### src/rtl/mips_pkg.sv
// mips_pkg: operation classes, opcodes and loader states shared by the encoder and control decoder.
package mips_pkg;
  typedef enum logic [3:0] {
    OP_R = 4'd0, OP_LW, OP_SW, OP_BEQ, OP_BNE, OP_ADDI, OP_ANDI, OP_ORI, OP_J = 4'd8
  } instr_op_e;
  localparam logic [5:0] OPC_RTYPE = 6'b000000;
  localparam logic [5:0] OPC_LW    = 6'b100011;
  localparam logic [5:0] OPC_SW    = 6'b101011;
  localparam logic [5:0] OPC_BEQ   = 6'b000100;
  localparam logic [5:0] OPC_BNE   = 6'b000101;
  localparam logic [5:0] OPC_ADDI  = 6'b001000;
  localparam logic [5:0] OPC_ANDI  = 6'b001100;
  localparam logic [5:0] OPC_ORI   = 6'b001101;
  localparam logic [5:0] OPC_J     = 6'b000010;
  typedef enum logic [1:0] {IDLE, RUN, FULL} enc_state_e;
endpackage

### src/rtl/mips_instr_pack.sv
// mips_instr_pack: combinational packer from operation class and fields to a 32-bit MIPS word.
module mips_instr_pack
  import mips_pkg::*;
(
  input  logic [3:0]  op,
  input  logic [4:0]  rs,
  input  logic [4:0]  rt,
  input  logic [4:0]  rd,
  input  logic [4:0]  shamt,
  input  logic [5:0]  funct,
  input  logic [15:0] imm,
  input  logic [25:0] target,
  output logic [31:0] word,
  output logic        legal
);
  logic [5:0] opc;
  always_comb begin
    opc = OPC_RTYPE;
    legal = 1'b1;
    case (op)
      OP_R:    opc = OPC_RTYPE;
      OP_LW:   opc = OPC_LW;
      OP_SW:   opc = OPC_SW;
      OP_BEQ:  opc = OPC_BEQ;
      OP_BNE:  opc = OPC_BNE;
      OP_ADDI: opc = OPC_ADDI;
      OP_ANDI: opc = OPC_ANDI;
      OP_ORI:  opc = OPC_ORI;
      OP_J:    opc = OPC_J;
      default: legal = 1'b0;
    endcase
    word = op == OP_J ? {opc, target} :
           op == OP_R ? {opc, rs, rt, rd, shamt, funct} : {opc, rs, rt, imm};
  end
endmodule

### src/rtl/mips_instr_encoder.sv
// mips_instr_encoder: accepts symbolic instruction requests and writes encoded words sequentially into instruction memory.
module mips_instr_encoder
  import mips_pkg::*;
#(
  parameter int ADDR_W    = 8,
  parameter int DEPTH     = 256,
  parameter int BASE_ADDR = 0
) (
  input  logic              clk,
  input  logic              reset,
  input  logic              start,
  input  logic              stop,
  input  logic              in_valid,
  output logic              in_ready,
  input  logic [3:0]        in_op,
  input  logic [4:0]        in_rs,
  input  logic [4:0]        in_rt,
  input  logic [4:0]        in_rd,
  input  logic [4:0]        in_shamt,
  input  logic [5:0]        in_funct,
  input  logic [15:0]       in_imm,
  input  logic [25:0]       in_target,
  output logic              mem_we,
  output logic [ADDR_W-1:0] mem_addr,
  output logic [31:0]       mem_wdata,
  output logic [ADDR_W:0]   count,
  output logic              full,
  output logic              err_illegal
);
  enc_state_e state, state_next;
  logic [31:0] word;
  logic legal, xfer;
  logic [ADDR_W:0] count_next;
  mips_instr_pack u_pack (
    .op(in_op), .rs(in_rs), .rt(in_rt), .rd(in_rd), .shamt(in_shamt),
    .funct(in_funct), .imm(in_imm), .target(in_target), .word(word), .legal(legal)
  );
  // mem_we doubles as the pending flag: a registered word not yet counted
  assign count_next = count + (ADDR_W+1)'(mem_we);
  assign in_ready = state == RUN && count_next < (ADDR_W+1)'(DEPTH);
  assign xfer = in_valid && in_ready && !start;
  assign full = state == FULL;
  always_comb
    state_next = start ? RUN :
                 state == RUN && stop ? IDLE :
                 state == RUN && count_next == (ADDR_W+1)'(DEPTH) ? FULL : state;
  always_ff @(posedge clk or posedge reset)
    if (reset) state <= IDLE;
    else state <= state_next;
  always_ff @(posedge clk or posedge reset)
    if (reset) begin
      mem_we <= 1'b0;
      mem_addr <= ADDR_W'(BASE_ADDR);
      mem_wdata <= '0;
      count <= '0;
      err_illegal <= 1'b0;
    end else if (start) begin
      mem_we <= 1'b0;
      mem_addr <= ADDR_W'(BASE_ADDR);
      count <= '0;
      err_illegal <= 1'b0;
    end else begin
      mem_we <= xfer && legal;
      count <= count_next;
      if (xfer && legal) begin
        mem_addr <= ADDR_W'(BASE_ADDR) + count_next[ADDR_W-1:0];
        mem_wdata <= word;
      end
      if (xfer && !legal) err_illegal <= 1'b1;
    end
endmodule

### config.mk
export PLATFORM = sky130hd
export DESIGN_NAME = mips_instr_encoder
export DESIGN_NICKNAME = d
export VERILOG_FILES = /design/src/rtl/mips_pkg.sv /design/src/rtl/mips_instr_pack.sv /design/src/rtl/mips_instr_encoder.sv
export SDC_FILE = /design/constraint.sdc
export NUM_CORES = 1
export LEC_CHECK = 0
export BUFFER_PORTS_ARGS = -buffer_cell sky130_fd_sc_hd__buf_2
export CAP_MARGIN = 30
export CORE_ASPECT_RATIO = 2
export CORE_MARGIN = 5
export CORE_UTILIZATION = 35
export CTS_CLUSTER_SIZE = 40
export DETAILED_ROUTE_END_ITERATION = 12
export HOLD_SLACK_MARGIN = 0.15
export PLACE_DENSITY = 0.67
export SYNTH_ARGS = -nofsm -noshare
export SYNTH_HDL_FRONTEND = slang
export SYNTH_SLANG_ARGS = --single-unit
### constraint.sdc
create_clock -name clk -period 2.6 [get_ports clk]
set_input_delay 0.26 -clock clk [delete_from_list [all_inputs] [get_ports clk]]
set_output_delay 0.26 -clock clk [all_outputs]
set_load 0.03 [all_outputs]
==> results.cfg, run 1 <==
[power_and_ir_drop]
power.ir.vdd_worst_v = 0.000369
total_switching_power_uw = 718
seq_power_share_pct = 43.6
cellLeakagePower_uw = 0.00181
comb_power_share_pct = 27.0
powerDensity_nw_per_um2 = 629
clock_power_share_pct = 29.5
internal-power_uw = 1490
power.share.switching_pct = 32.5

[grt]
grt_start_max_net_pins = 80
grt_pass1_vias = 2308
antenna_found_initial = 0
grt_overflow_total = 0
grt_util_all_layers_pct = 14.0
global_route_wire_length_before_repair_um = 11000

[finish]
area.sequential_um2 = 1300
share_of_cells_above_drive_strength_1_pct = 37.0
fillerInstances = 753
synthToLayoutAreaGrowth_pct = 32.4
nets = 475
multi_input_area_um2 = 1220
finalInstanceArea_um2 = 3520
diodes = 0

[worst_setup_path]
ff2ff_setup_slack_ns = 0.57
path_class = flip-flop to output pin
cp-end-kind = output pin
worst_endpoint_required_time_ns = 2.34
timing.critical_path.arrival_ns = 2.17
crit_path_max_fanout = 6
rr_startpoint = mem_we
rr_endpoint = mem_wdata[18]
setup.worst_path.start_class = flip-flop
r2r_cells = 7

[synth]
synth.avg_cell_area_um2 = 9.65
synth.lib_cells_used.distinct = 40
sequential_area_share_after_synthesis_pct = 49.0
dominant_register_cell_in_the_synthesized_netlist = dfrtp_1
syn-instance-count = 275
synthesis.area_um2 = 2660
synth-edff-count = 0
async_reset_ff_share_pct = 100
synthesis.nets = 354
synth-seq-cells = 52
synth.yosys.warnings = 0

[sta]
totalNegativeSetupSlack_ns = 0
post-route-min-period_ns = 2.43
setup_viol = 0
clock.fmax_mhz = 411
tightestPinTransition_ns = 0.598
slew-limit-headroom_pct = 60.1
hold_viol = 0
final-max-slew-violation-count = 0
clock-skew-final_ns = 0.00471
finalCritPeriodShare_pct = 93.6
grt_setup_unrepaired = no

[placed_design]
sum_of_net_half_perimeters_after_detailed_placement_um = 5190
finalWeightedCongestion = 0.757
placedInstanceArea_um2 = 3350
numPortBuffers = 128

[route]
route.final.wire_length_um = 6690
post-route-drc-count = 0
detail_route.wirelength.met1_um = 2800
dr_wl_met2_um = 3080
drt_pass1_iterations = 4
wl_met3_um = 757
via_count = 2346
post_drt_wl_per_cell_um = 13.6
viasPerCell = 4.78
maxUsedRoutingLayer = met4
antenna_violating_nets_post_route = 0
drtIter0Drc = 106

[clock_network]
cts_buffer_depth = 2
clkSinkCount = 52
root_buffer_cell = clkbuf_16
cts-htree-levels = 2
worst_skew_pair.late_latency_ns = 0.29
total_cts_buffers = 5
tritoncts = yes
clock_slew_at_the_register_clock_pins_of_the_worst_setup_and_hold_paths_ns = 0.06

[min_path]
hold_end = mem_wdata[24]
hp-start = in_rs[3]
min-delay-path-class = input pin to flip-flop
worst_hold_path.num_cells = 3

[floorplan]
num_io_pins = 130
die-width_um = 71.6
row_count = 45
floorplan.die.height_um = 133
floorplan.initialDensity_pct = 35.5
fp.dieArea_um2 = 9530
coreArea_um2 = 7490

[outcome]
status = completed

[flow_run]
max-cap-violations = 0
registers in the layout, indices dropped and copies added, names as in the netlist:
signal	count
state	2
count	9
err_illegal	1
mem_addr	8
mem_wdata	31
mem_we	1
worst max path at each step:
stage                           to      from  cells after the start
after detailed placement  in_ready    mem_we                      7
after global routing      in_ready    mem_we                      7
after global placement    in_ready    mem_we                      7
after floorplan           in_ready  count[0]                      6
after CTS                 in_ready    mem_we                      7
final                     in_ready    mem_we                      7
power by group through the flow:
stage                     sequential [uW]  clock (uW)  combinational [uW]
after floorplan                      1190           0                 179
after global placement                976           0                 595
after detailed placement              978           0                 606
after CTS                             964         671                 608
after global routing                  977         702                 656
final                                 963         651                 596
synth_stat cells (3+ instances only):
cell / instances / share of area [%]
dfrtp_1: 52 / 49
nand2_1: 50 / 7.1
o21ai_0: 47 / 8.9
mux2i_1: 29 / 11
nor2_1: 15 / 2.1
nand3_1: 10 / 1.9
clkbuf_1: 6 / 0.85
buf_4: 5 / 1.4
inv_1: 5 / 0.71
xnor2_1: 5 / 1.6
xor2_1: 4 / 1.3
clkbuf_2: 3 / 0.57
nand4_1: 3 / 0.71
o21ai_2: 3 / 0.99
o31ai_1: 3 / 0.85
metrics by stage:
stage	worst slack (ns)	util (%)	hold WS [ns]	total power (uW)	cells
floorplan	0.372	-	0.357	1370	275
global placement	0.410	44.7	0.370	1570	482
detailed placement	0.388	44.7	0.364	1580	482
CTS	0.0608	46.8	0.248	2240	491
global route	0.0291	47.0	0.266	2330	491
finish	0.167	47.0	0.250	2210	491
critical path, cell delays in order (launching register included):
cell	delay (ns)
dfrtp_1	0.35
ha_1	0.24
ha_4	0.20
nand3_2	0.11
or3_1	0.42
and2_1	0.21
and3_1	0.18
buf_2	0.17
cell type report:
| type | instances | share of cell area [%] |
|---|---|---|
| timing repair buffer | 133 | 20.1 |
| multi-input combinational | 198 | 34.8 |
| tap | 94 | 3.35 |
| sequential | 52 | 37.0 |
| clock buffer | 8 | 4.16 |
| inverter | 6 | 0.641 |
layout by cell type, fill, tap and decap left out, types with 3 or more instances in the layout:
master     count
buf_2        128
clkbuf_16      5
dfrtp_1       52
inv_1          4
mux2i_1       29
nand2_1       50
nand3_1       10
nand4_1        3
nor2_1        15
o21ai_0       46
o21ai_1        3
o21ai_2        3
o31ai_1        3
xnor2_1        5
xor2_1         4
logic make-up after synthesis:
| family | Yosys count | synth area share (%) |
|---|---|---|
| AND/OR/NAND/NOR | 94 | 16.5 |
| buffers and inverters | 25 | 6.03 |
| flip-flops | 52 | 49.0 |
| XOR/XNOR | 9 | 2.97 |
| other | 1 | 0.141 |
| multiplexers | 29 | 10.9 |
| adder cells (fa/ha/maj) | 2 | 0.942 |
| AO/OA/AOI/OAI | 63 | 13.4 |
metal layers:
layer  vias to the layer above  GRT usage [%]
li1                       1180              -
met1                      1058           18.3
met2                       103           22.2
met3                         5           5.29
met4                         0           2.51
met5                         -              0
what timing repair did:
action	in CTS	in global routing
hold buffers	1	0
buffers inserted	0	0
endpoints found under the setup margin	0	1
hold endpoints to repair	26	0
gates resized for setup	0	3
Note: power is estimated with default switching activity, not from simulation.
==> run 2: changes to the inputs <==
BUFFER_PORTS_ARGS = unset   (was -buffer_cell sky130_fd_sc_hd__buf_2)
DONT_BUFFER_PORTS = 1   (was unset)
PLACE_DENSITY = 0.52   (was 0.67)
RECOVER_POWER = 50   (was unset)
==> results.cfg, run 2 (synthesis gave the netlist of run 1 again) <==
[outcome]
status = completed

[sta]
clock-skew-final_ns = 0.00491
final-max-slew-violation-count = 0
tightestPinTransition_ns = 1.01
grt_setup_unrepaired = no
worst_hold_check_slack_ns = 0.163
hold_viol = 0
clock.fmax_mhz = 413
post-route-min-period_ns = 2.42
totalNegativeSetupSlack_ns = 0
slew-limit-headroom_pct = 32.5
finalCritPeriodShare_pct = 93.1
setup_viol = 0

[worst_setup_path]
timing.critical_path.arrival_ns = 2.16
rr_startpoint = count[2]
timing.critical_path.from = mem_we
cp-end-kind = output pin
path_class = flip-flop to output pin
crit_path_max_fanout = 4
r2r_cells = 6
ff2ff_setup_slack_ns = 0.35
setup.worst_path.start_class = flip-flop
worst_endpoint_required_time_ns = 2.34
rr_endpoint = state[0]

[clock_network]
total_cts_buffers = 5
post-cts-setup-buffers = 0
cts-htree-levels = 2
root_buffer_cell = clkbuf_16
clkSinkCount = 52
tritoncts = yes
worst_skew_pair.late_latency_ns = 0.29
cts_buffer_depth = 2
clock_slew_at_the_register_clock_pins_of_the_worst_setup_and_hold_paths_ns = 0.07

[placed_design]
numPortBuffers = 0
sum_of_net_half_perimeters_after_detailed_placement_um = 4880
finalWeightedCongestion = 0.787

[power_and_ir_drop]
internal-power_uw = 1380
cellLeakagePower_uw = 0.00128
total_switching_power_uw = 674
comb_power_share_pct = 9.9
power.share.switching_pct = 32.8
seq_power_share_pct = 58.3
powerDensity_nw_per_um2 = 704
power.ir.vdd_worst_v = 0.000340
clock_power_share_pct = 31.8

[grt]
grt_util_all_layers_pct = 13.7
grt_start_max_net_pins = 50
antenna_found_initial = 0
grt_overflow_total = 0
grt_pass1_vias = 2005
global_route_wire_length_before_repair_um = 10300

[route]
drtIter0Drc = 75
viasPerCell = 5.17
via_count = 1935
route.final.wire_length_um = 6350
post_drt_wl_per_cell_um = 17.0
drt_pass1_iterations = 4
dr_wl_met2_um = 3060
maxUsedRoutingLayer = met4
post-route-drc-count = 0
antenna_violating_nets_post_route = 0
wl_met3_um = 857
detail_route.wirelength.met1_um = 2360

[finish]
diodes = 0
most-common-layout-cells = dfrtp_1, nand2_1, o21ai_0, mux2i_1, nor2_1
largest_register_ff_count = 31
multi_input_area_um2 = 1210
largest_register = mem_wdata
nets = 358
final_common_cell = dfrtp_1
fillerInstances = 746
top_regs = mem_wdata (31), count (9), mem_addr (8)
share_of_cells_above_drive_strength_1_pct = 6.43
area.sequential_um2 = 1300
synthToLayoutAreaGrowth_pct = 9.99

[floorplan]
num_io_pins = 130
die-width_um = 71.6
row_count = 45
floorplan.initialDensity_pct = 35.5
fp.dieArea_um2 = 9530
floorplan.die.height_um = 133
coreArea_um2 = 7490

[min_path]
worst_hold_path.num_cells = 2
hold_end = mem_wdata[26]
hp-start = in_op[3]
min-delay-path-class = input pin to flip-flop

[flow_run]
max-cap-violations = 0
run 2: routing by layer:
metal | GRT usage [%] | vias up
met3 | 6.42 | 5
met1 | 15.8 | 879
li1 | - | 952
met4 | 4.29 | 0
met5 | 0 | -
met2 | 22.3 | 99
run 2: final cells by class:
class                           count  area share, %
Sequential cell                    52           44.6
Multi-Input combinational cell    198           41.4
Clock buffer                        8           5.01
Timing Repair Buffer               16           4.20
Tap cell                           94           4.03
Inverter                            6          0.771
run 2: worst max path at each step:
stage / end / slack (ns) / cells after the start
after floorplan: in_ready / 0.37 / 6
after global placement: mem_addr[6] / 0.48 / 8
after detailed placement: mem_addr[3] / 0.44 / 8
after CTS: in_ready / 0.15 / 6
after global routing: in_ready / 0.02 / 6
final: in_ready / 0.18 / 6
run 2: what timing repair did:
item,CTS,global route
gates resized for setup,0,0
endpoints found under the hold margin,42,0
hold buffers,5,0
run 2: worst max-delay path, stage by stage, from the launching register on:
cell and delay, ns:
dfrtp_1 0.36, ha_1 0.21, ha_1 0.20, nand3_2 0.12, o21ai_0 0.38, and2_1 0.24, and3_1 0.36
run 2: power groups by stage:
stage | logic, uW | registers, uW | clock network [uW]
2_1_floorplan | 179 | 1190 | 0
3_3_place_gp | 194 | 1210 | 0
3_5_place_dp | 205 | 1220 | 0
4_1_cts | 213 | 1200 | 683
5_1_grt | 243 | 1220 | 713
6_report | 204 | 1200 | 653
run 2: stage by stage:
step / power [uW] / utilization (%) / cells / area (um2) / worst slack [ns]
detailed placement: 1420 / 36.7 / 361 / 2750 / 0.439
global route: 2170 / 39.0 / 374 / 2920 / 0.0158
floorplan: 1370 / - / 275 / 2660 / 0.372
CTS: 2100 / 39.3 / 374 / 2940 / 0.153
global placement: 1410 / 36.7 / 361 / 2750 / 0.479
finish: 2060 / 39.0 / 374 / 2920 / 0.181
